[src/rtl/liteeth_sram_1rw1r_param_if.sv]
// Port bundle for the 1RW+1R buffer SRAM model.
// master: buffer address generator / datapath side. slave: the SRAM.
interface liteeth_sram_1rw1r_param_if #(
  parameter int BITS       = 42,
  parameter int ADDR_WIDTH = 5,
  parameter int NLANES     = 6
);
  logic                  csb0;
  logic                  web0;
  logic [NLANES-1:0]     wmask0;
  logic [ADDR_WIDTH-1:0] addr0;
  logic [BITS-1:0]       din0;
  logic [BITS-1:0]       dout0;
  logic                  dout0_valid;
  logic                  csb1;
  logic [ADDR_WIDTH-1:0] addr1;
  logic [BITS-1:0]       dout1;
  logic                  dout1_valid;
  logic                  addr_err;
  logic                  par_err0;
  logic                  par_err1;

  modport master (
    output csb0, web0, wmask0, addr0, din0, csb1, addr1,
    input  dout0, dout0_valid, dout1, dout1_valid, addr_err, par_err0, par_err1
  );

  modport slave (
    input  csb0, web0, wmask0, addr0, din0, csb1, addr1,
    output dout0, dout0_valid, dout1, dout1_valid, addr_err, par_err0, par_err1
  );
endinterface

[src/rtl/liteeth_sram_1rw1r_param.sv]
// Parametrised single-clock 1RW+1R SRAM model for LiteEth MAC buffers and
// descriptor stores. Port 0 is read-first with per-lane write masking; port 1
// is read-only. Read latency is 1 cycle, or 2 with OUT_REG=1. Out-of-range
// accesses read zero, drop writes and set a sticky addr_err.
// Optional per-lane even parity: define LITEETH_SRAM_PARITY_EN.
module liteeth_sram_1rw1r_param #(
  parameter int BITS         = 42,
  parameter int WORD_DEPTH   = 32,
  parameter int ADDR_WIDTH   = 5,
  parameter int LANE_BITS    = 8,
  parameter int OUT_REG      = 0,
  parameter int COLLISION_WT = 0
) (
  input logic                        clk,
  input logic                        rst_n,
  liteeth_sram_1rw1r_param_if.slave  bus
);

  localparam int NLANES = (BITS + LANE_BITS - 1) / LANE_BITS;
  localparam int IDX_W  = (WORD_DEPTH > 1) ? $clog2(WORD_DEPTH) : 1;
  localparam logic [ADDR_WIDTH:0] DEPTH_C = (ADDR_WIDTH + 1)'(WORD_DEPTH);

  // Array contents are deliberately not reset.
  logic [WORD_DEPTH-1:0][BITS-1:0] mem_q, mem_d;

  logic [IDX_W-1:0] idx0, idx1;
  logic             acc0, acc1;
  logic             in0, in1;
  logic             we0, fwd1;
  logic [BITS-1:0]  bm0;
  logic [BITS-1:0]  old0, wr_word0;
  logic [BITS-1:0]  rd0, rd1;
  logic             pe0, pe1;

  // First pipeline stage and sticky error flag
  logic            v0_s1_q, v0_s1_d, v1_s1_q, v1_s1_d;
  logic [BITS-1:0] d0_s1_q, d0_s1_d, d1_s1_q, d1_s1_d;
  logic            pe0_s1_q, pe0_s1_d, pe1_s1_q, pe1_s1_d;
  logic            addr_err_q, addr_err_d;

  assign acc0 = ~bus.csb0;
  assign acc1 = ~bus.csb1;
  assign in0  = ({1'b0, bus.addr0} < DEPTH_C);
  assign in1  = ({1'b0, bus.addr1} < DEPTH_C);
  assign idx0 = bus.addr0[IDX_W-1:0];
  assign idx1 = bus.addr1[IDX_W-1:0];

  // Expand lane enables to a bit mask; bits of a partial last lane past BITS
  // simply do not exist, so its unused mask span is ignored.
  genvar gi;
  generate
    for (gi = 0; gi < BITS; gi++) begin : g_bm
      assign bm0[gi] = bus.wmask0[gi / LANE_BITS];
    end
  endgenerate

  assign we0      = acc0 & ~bus.web0 & in0;
  assign old0     = mem_q[idx0];
  assign wr_word0 = (old0 & ~bm0) | (bus.din0 & bm0);
  assign fwd1     = (COLLISION_WT != 0) & we0 & in1 & (idx1 == idx0);

  // Port 0 is always read-first; port 1 sees the merged word only when forwarding
  assign rd0 = in0 ? old0 : '0;
  assign rd1 = !in1 ? '0 : (fwd1 ? wr_word0 : mem_q[idx1]);

  // Next array contents: masked write of port 0
  always_comb begin
    mem_d = mem_q;
    if (we0) begin
      mem_d[idx0] = wr_word0;
    end
  end

  // Array storage, no reset
  always_ff @(posedge clk) begin
    mem_q <= mem_d;
  end

`ifdef LITEETH_SRAM_PARITY_EN
  logic [WORD_DEPTH-1:0][NLANES-1:0] par_q, par_d;
  logic [NLANES-1:0] par_w, par_rd0, par_rd1, par_wr, par_st1;

  genvar gk;
  generate
    for (gk = 0; gk < NLANES; gk++) begin : g_par
      localparam int LO = gk * LANE_BITS;
      localparam int HI = (LO + LANE_BITS > BITS) ? BITS - 1 : LO + LANE_BITS - 1;
      assign par_w[gk]   = ^bus.din0[HI:LO];
      assign par_rd0[gk] = ^rd0[HI:LO];
      assign par_rd1[gk] = ^rd1[HI:LO];
    end
  endgenerate

  assign par_wr  = (par_q[idx0] & ~bus.wmask0) | (par_w & bus.wmask0);
  assign par_st1 = fwd1 ? par_wr : par_q[idx1];
  assign pe0     = in0 & (par_rd0 != par_q[idx0]);
  assign pe1     = in1 & (par_rd1 != par_st1);

  // Next parity contents: only the written lanes take fresh parity
  always_comb begin
    par_d = par_q;
    if (we0) begin
      par_d[idx0] = par_wr;
    end
  end

  // Parity storage, no reset
  always_ff @(posedge clk) begin
    par_q <= par_d;
  end
`else
  assign pe0 = 1'b0;
  assign pe1 = 1'b0;
`endif

  // Stage 1 next state: data moves only with a valid access, strobes pulse
  always_comb begin
    v0_s1_d    = acc0;
    v1_s1_d    = acc1;
    d0_s1_d    = acc0 ? rd0 : d0_s1_q;
    d1_s1_d    = acc1 ? rd1 : d1_s1_q;
    pe0_s1_d   = acc0 & pe0;
    pe1_s1_d   = acc1 & pe1;
    addr_err_d = addr_err_q | (acc0 & ~in0) | (acc1 & ~in1);
  end

  // Stage 1 registers and sticky error flag
  always_ff @(posedge clk or negedge rst_n) begin
    if (!rst_n) begin
      v0_s1_q    <= 1'b0;
      v1_s1_q    <= 1'b0;
      d0_s1_q    <= '0;
      d1_s1_q    <= '0;
      pe0_s1_q   <= 1'b0;
      pe1_s1_q   <= 1'b0;
      addr_err_q <= 1'b0;
    end else begin
      v0_s1_q    <= v0_s1_d;
      v1_s1_q    <= v1_s1_d;
      d0_s1_q    <= d0_s1_d;
      d1_s1_q    <= d1_s1_d;
      pe0_s1_q   <= pe0_s1_d;
      pe1_s1_q   <= pe1_s1_d;
      addr_err_q <= addr_err_d;
    end
  end

  assign bus.addr_err = addr_err_q;

  generate
    if (OUT_REG != 0) begin : g_out_reg
      logic            v0_s2_q, v0_s2_d, v1_s2_q, v1_s2_d;
      logic [BITS-1:0] d0_s2_q, d0_s2_d, d1_s2_q, d1_s2_d;
      logic            pe0_s2_q, pe0_s2_d, pe1_s2_q, pe1_s2_d;

      // Stage 2 next state: loads only when stage 1 holds a valid word
      always_comb begin
        v0_s2_d  = v0_s1_q;
        v1_s2_d  = v1_s1_q;
        d0_s2_d  = v0_s1_q ? d0_s1_q : d0_s2_q;
        d1_s2_d  = v1_s1_q ? d1_s1_q : d1_s2_q;
        pe0_s2_d = v0_s1_q & pe0_s1_q;
        pe1_s2_d = v1_s1_q & pe1_s1_q;
      end

      // Stage 2 output registers
      always_ff @(posedge clk or negedge rst_n) begin
        if (!rst_n) begin
          v0_s2_q  <= 1'b0;
          v1_s2_q  <= 1'b0;
          d0_s2_q  <= '0;
          d1_s2_q  <= '0;
          pe0_s2_q <= 1'b0;
          pe1_s2_q <= 1'b0;
        end else begin
          v0_s2_q  <= v0_s2_d;
          v1_s2_q  <= v1_s2_d;
          d0_s2_q  <= d0_s2_d;
          d1_s2_q  <= d1_s2_d;
          pe0_s2_q <= pe0_s2_d;
          pe1_s2_q <= pe1_s2_d;
        end
      end

      assign bus.dout0       = d0_s2_q;
      assign bus.dout1       = d1_s2_q;
      assign bus.dout0_valid = v0_s2_q;
      assign bus.dout1_valid = v1_s2_q;
      assign bus.par_err0    = pe0_s2_q;
      assign bus.par_err1    = pe1_s2_q;
    end else begin : g_no_out_reg
      assign bus.dout0       = d0_s1_q;
      assign bus.dout1       = d1_s1_q;
      assign bus.dout0_valid = v0_s1_q;
      assign bus.dout1_valid = v1_s1_q;
      assign bus.par_err0    = pe0_s1_q;
      assign bus.par_err1    = pe1_s1_q;
    end
  endgenerate

endmodule

[src/flat_wrapper.sv]
// flat-port wrapper written by rule: the top's interface ports become plain ports
module liteeth_sram_1rw1r_param_flat 
#(
  parameter int BITS         = 42,
  parameter int WORD_DEPTH   = 32,
  parameter int ADDR_WIDTH   = 5,
  parameter int LANE_BITS    = 8,
  parameter int OUT_REG      = 0,
  parameter int COLLISION_WT = 0
)
  (clk, rst_n, bus_csb0, bus_web0, bus_wmask0, bus_addr0, bus_din0, bus_csb1, bus_addr1, bus_dout0, bus_dout0_valid, bus_dout1, bus_dout1_valid, bus_addr_err, bus_par_err0, bus_par_err1);
  liteeth_sram_1rw1r_param_if #(.BITS(BITS), .ADDR_WIDTH(ADDR_WIDTH), .NLANES((6))) bus_i ();
  input logic clk;
  input logic rst_n;
  input wire logic [$bits(bus_i.csb0)-1:0] bus_csb0;
  input wire logic [$bits(bus_i.web0)-1:0] bus_web0;
  input wire logic [$bits(bus_i.wmask0)-1:0] bus_wmask0;
  input wire logic [$bits(bus_i.addr0)-1:0] bus_addr0;
  input wire logic [$bits(bus_i.din0)-1:0] bus_din0;
  input wire logic [$bits(bus_i.csb1)-1:0] bus_csb1;
  input wire logic [$bits(bus_i.addr1)-1:0] bus_addr1;
  output wire logic [$bits(bus_i.dout0)-1:0] bus_dout0;
  output wire logic [$bits(bus_i.dout0_valid)-1:0] bus_dout0_valid;
  output wire logic [$bits(bus_i.dout1)-1:0] bus_dout1;
  output wire logic [$bits(bus_i.dout1_valid)-1:0] bus_dout1_valid;
  output wire logic [$bits(bus_i.addr_err)-1:0] bus_addr_err;
  output wire logic [$bits(bus_i.par_err0)-1:0] bus_par_err0;
  output wire logic [$bits(bus_i.par_err1)-1:0] bus_par_err1;
  assign bus_i.csb0 = bus_csb0;
  assign bus_i.web0 = bus_web0;
  assign bus_i.wmask0 = bus_wmask0;
  assign bus_i.addr0 = bus_addr0;
  assign bus_i.din0 = bus_din0;
  assign bus_i.csb1 = bus_csb1;
  assign bus_i.addr1 = bus_addr1;
  assign bus_dout0 = bus_i.dout0;
  assign bus_dout0_valid = bus_i.dout0_valid;
  assign bus_dout1 = bus_i.dout1;
  assign bus_dout1_valid = bus_i.dout1_valid;
  assign bus_addr_err = bus_i.addr_err;
  assign bus_par_err0 = bus_i.par_err0;
  assign bus_par_err1 = bus_i.par_err1;
  liteeth_sram_1rw1r_param #(.BITS(BITS), .WORD_DEPTH(WORD_DEPTH), .ADDR_WIDTH(ADDR_WIDTH), .LANE_BITS(LANE_BITS), .OUT_REG(OUT_REG), .COLLISION_WT(COLLISION_WT)) u_core (.clk(clk), .rst_n(rst_n), .bus(bus_i));
endmodule
[config.mk]
export PLATFORM = sky130hd
export DESIGN_NAME = liteeth_sram_1rw1r_param_flat
export DESIGN_NICKNAME = d
export VERILOG_FILES = /design/src/rtl/liteeth_sram_1rw1r_param_if.sv /design/src/rtl/liteeth_sram_1rw1r_param.sv /design/src/flat_wrapper.sv
export SDC_FILE = /design/constraint.sdc
export NUM_CORES = 2
export LEC_CHECK = 0
export BUFFER_PORTS_ARGS = -buffer_cell sky130_fd_sc_hd__buf_4
export CORE_MARGIN = 1.5
export CORE_UTILIZATION = 47
export DETAILED_ROUTE_END_ITERATION = 8
export PLACE_DENSITY = 0.64
export SLEW_MARGIN = 10
export SYNTH_ARGS = -nofsm -noshare
export SYNTH_HDL_FRONTEND = slang
export SYNTH_SLANG_ARGS = --single-unit
export TNS_END_PERCENT = 20
[constraint.sdc]
create_clock -name clk -period 2.4 [get_ports clk]
set_input_delay 0.24 -clock clk [delete_from_list [all_inputs] [get_ports clk]]
set_output_delay 0.24 -clock clk [all_outputs]
set_load 0.005 [all_outputs]
==> run_results.csv <==
group,metric,value,unit
finish,fin_area,77800,sq um
detailed_routing,postRouteAntennaNets,0,
worst_setup_path,cp-start-kind,"flip-flop",
yosys,synthFlopType,"edfxtp_1",
yosys,ys_async_sr_fraction,6.01,%
worst_setup_path,path_max_fanout,32,
sta,rsz0062_at_grt,"false",
sta,min_period,2.31,ns
place,dpl_cell_area,72700,sq um
worst_setup_path,path_delay_family,"multiplexers",
worst_setup_path,startpoint,"u_core.mem_q[303]",
clocking,clockBufferDepth,3,
clocking,cts_buffers,149,
worst_setup_path,regToRegEndpoint,"u_core.mem_q[1059]",
sta,relSlewSlack,47.2,%
power,pwr-share-comb,9.8,%
global_route,gr-total-overflow,0,
clocking,cts_setup_buffers,0,
floorplanning,coreArea,138000,sq um
detailed_routing,route.detailed.drc,0,
power,ir_worst_vdd,0.777,mV
global_route,track_usage,30.2,%
clocking,cts_max_level,4,
floorplanning,initial_core_util,47.5,%
yosys,synth_edf_count,1344,
place,portBuffers,148,
finish,syn2layout_area_growth,18.8,%
clocking,cts_tree,"yes",
global_route,grt_start_max_net_pins,66,
worst_setup_path,required,2.88,ns
sta,finalHoldViolCount,0,
worst_setup_path,crit_buf_inv,0,
finish,fillers,10400,
sta,post-route-period-util,96.4,%
floorplanning,die-height,376,um
yosys,synth-seq-area-share,64.9,%
power,switching_share,23.8,%
worst_setup_path,critical_path.max_stage_delay,0.57,ns
clocking,clkTransAtPathRegs,0.06,ns
power,pwr-share-clk,40.7,%
yosys,syn_area,65500,sq um
finish,layout-drive-gt1-share,29.5,%
yosys,avgSynthCellArea,17.9,sq um
global_route,first_global_vias,40600,
status,outcome,"finished, final reports clean",
worst_setup_path,crit_type,"reg2reg",
worst_setup_path,regToRegSetupSlack,0.09,ns
place,hpwl,123000,um
clocking,cts_root_buffer,"clkbuf_16",
power,p_leak,27.1,nW
hold_path,hold_class,"in2reg",
job,cap_violations,0,
global_route,grt_pass1_wl,300000,um
sta,fmax,432,MHz
detailed_routing,dr_total_vias,40700,
floorplanning,ioPinCount,152,
worst_setup_path,crit_cells,4,
finish,final_nets,4085,
global_route,antenna_found_initial,4,
yosys,synthTopCellsByArea,"edfxtp_1 62%, mux4_2 11%, mux2i_1 10%, a22oi_1 3.8%, dfrtp_1 3.3%",
detailed_routing,drt-pass1-iter-count,6,
power,p_seq_share,49.5,%
power,cellPowerDensity,737,nW/um^2
sta,setup_viol,0,
worst_setup_path,crit_path_end_kind,"flip-flop",
clocking,insertion_delay,0.82,ns
worst_setup_path,worstRegToRegCells,4,
detailed_routing,drtIter0Drc,5777,
place,dp_cells,5722,
place,place.gp.congestion,0.840,
finish,final_cell_count_no_fill,6011,
floorplanning,dieArea,142000,sq um
sta,final.setup_skew,0.0390,ns
detailed_routing,vias_per_cell,6.77,
detailed_routing,wl_per_cell,35.7,um
detailed_routing,wirelength,215000,um
sta,slew_violations,0,
yosys,yosysTopAreaCell,"edfxtp_1",
worst_setup_path,worst_ep_arrival_time,2.80,ns
worst_setup_path,crit_slowest_cell,"mux2_2",
clocking,clock-sinks,1430,
yosys,syn_inst,3652,
power,internal-power,43.7,mW
power,p_sw,13.7,mW
worst_setup_path,path_cells,"mux4_2, a22oi_1, nand4_1, mux2_2",
sta,tightest_slew,0.791,ns
yosys,yosysWarnings,0,
yosys,ys_seq_elements,1430,
yosys,netlist.area_leader.share,61.6,%
worst_setup_path,r2r_start,"u_core.mem_q[303]",
floorplanning,row_count,136,
worst_setup_path,cp-endpoint,"u_core.mem_q[1059]",
yosys,synth.distinct_cells,37,
floorplanning,die_w,376,um
## cells by family (layout without fill, tap and decap cells)
logic type / after synthesis / count (layout) / synth area share [%]
flops: 1430 / 1430 / 64.9
other cells: 1 / 5 / 0.00572
mux: 1092 / 1092 / 23.4
compound gates: 672 / 672 / 8.18
simple gates: 148 / 148 / 1.12
buf+inv: 309 / 801 / 2.46
## metal layers
metal  GRT usage (%)  vias up  part of all wire, %
met3            6.59      544                   10
met4            12.4        4                  4.6
li1                -    16300                    -
met2            47.4     2584                   47
met1            40.9    21300                   38
met5               0        -                0.012
## worst min path at each step
| stage | start | endpoint | slack (ns) | depth (start not counted) |
|---|---|---|---|---|
| floorplan | rst_n | u_core.bus.dout0[0] | -0.06 | 0 |
| global placement | rst_n | u_core.bus.dout0[39] | 0.26 | 1 |
| detailed placement | rst_n | u_core.bus.dout0[39] | 0.27 | 1 |
| CTS | bus_addr1[4] | u_core.bus.dout1[34] | 0.02 | 4 |
| global route | bus_addr1[4] | u_core.bus.dout1[34] | 0.05 | 4 |
| finish | bus_din0[6] | u_core.mem_q[468] | 0.05 | 2 |
## registers in the layout (all words and copies together), names as in the netlist
name	count
u_core.bus.dout1	42
u_core.bus.dout0	42
u_core.bus.dout1_valid	1
u_core.bus.dout0_valid	1
u_core.mem_q	1344
## synthesized netlist by cell type (5+ instances only)
master and count:
mux2_2 84, mux2i_1 672, buf_6 31, a22oi_1 336, mux4_1 24, nand2_1 46, mux4_2 312, o41ai_2 42
edfxtp_1 1344, clkbuf_1 148, buf_1 37, a22o_1 84, buf_4 31, a21oi_1 84, o22ai_1 42, clkbuf_4 5
nand4_1 42, dfrtp_1 86, nor2_1 36, a221oi_1 84, buf_2 54
## worst reg2reg max path, stage by stage (launching register included)
cell	delay, ns
edfxtp_1	0.39
mux4_2	0.47
a22oi_1	0.25
nand4_1	0.29
mux2_2	0.57
## layout make-up
type / count / area, sq um / area share, %
multi-input cells: 1915 / 21800 / 28.0
flip-flops and latches: 1430 / 42500 / 54.6
inverters: 2 / 8.76 / 0.0113
repair buffers: 524 / 6270 / 8.05
well taps: 1863 / 2330 / 2.99
diodes: 2 / 5.00 / 0.00643
clock buffers: 191 / 3970 / 5.10
clock inverters: 84 / 981 / 1.26
## stage by stage
step	setup WS, ns	setup TNS, ns	total power, mW	utilization (%)	hold slack (ns)
4_1_cts	0.0601	0	57.5	56.4	0.0163
3_3_place_gp	-0.417	-352.84	34.4	52.7	0.260
6_report	0.0861	0	57.3	56.4	0.0452
2_1_floorplan	-0.411	-528.25	31.9	-	-0.0556
3_5_place_dp	-0.443	-383.64	34.4	52.7	0.267
5_1_grt	0.00204	0	58.7	56.4	0.0501
## power groups by stage
stage	logic, mW	registers [mW]	clock network, mW
CTS	5.57	28.4	23.6
finish	5.62	28.4	23.3
global placement	5.47	28.9	0
detailed placement	5.53	28.9	0
global route	5.90	28.4	24.4
floorplan	3.11	28.8	0
## what timing repair did
| item | CTS | global route |
|---|---|---|
| gates resized for setup | 0 | 2 |
| hold buffers | 12 | 0 |
| endpoints found under the setup margin | 0 | 31 |
| endpoints found under the hold margin | 277 | 0 |
## cells in the final DEF (no fill, tap or decap), drive strengths merged, types with 11 or more instances in the layout
cell type | Yosys | final
mux2 | 84 | 84
nand4 | 42 | 42
a221oi | 84 | 84
mux2i | 672 | 672
clkbuf | 153 | 191
o22ai | 42 | 42
nand2 | 46 | 46
nor2 | 36 | 36
a22oi | 336 | 336
edfxtp | 1344 | 1344
dfrtp | 86 | 86
mux4 | 336 | 336
bufinv | 0 | 12
clkinv | 1 | 60
buf | 154 | 513
a21oi | 84 | 84
a22o | 84 | 84
o41ai | 42 | 42
dlygate4sd3 | 0 | 11
Power figures use the tool's default switching activity.
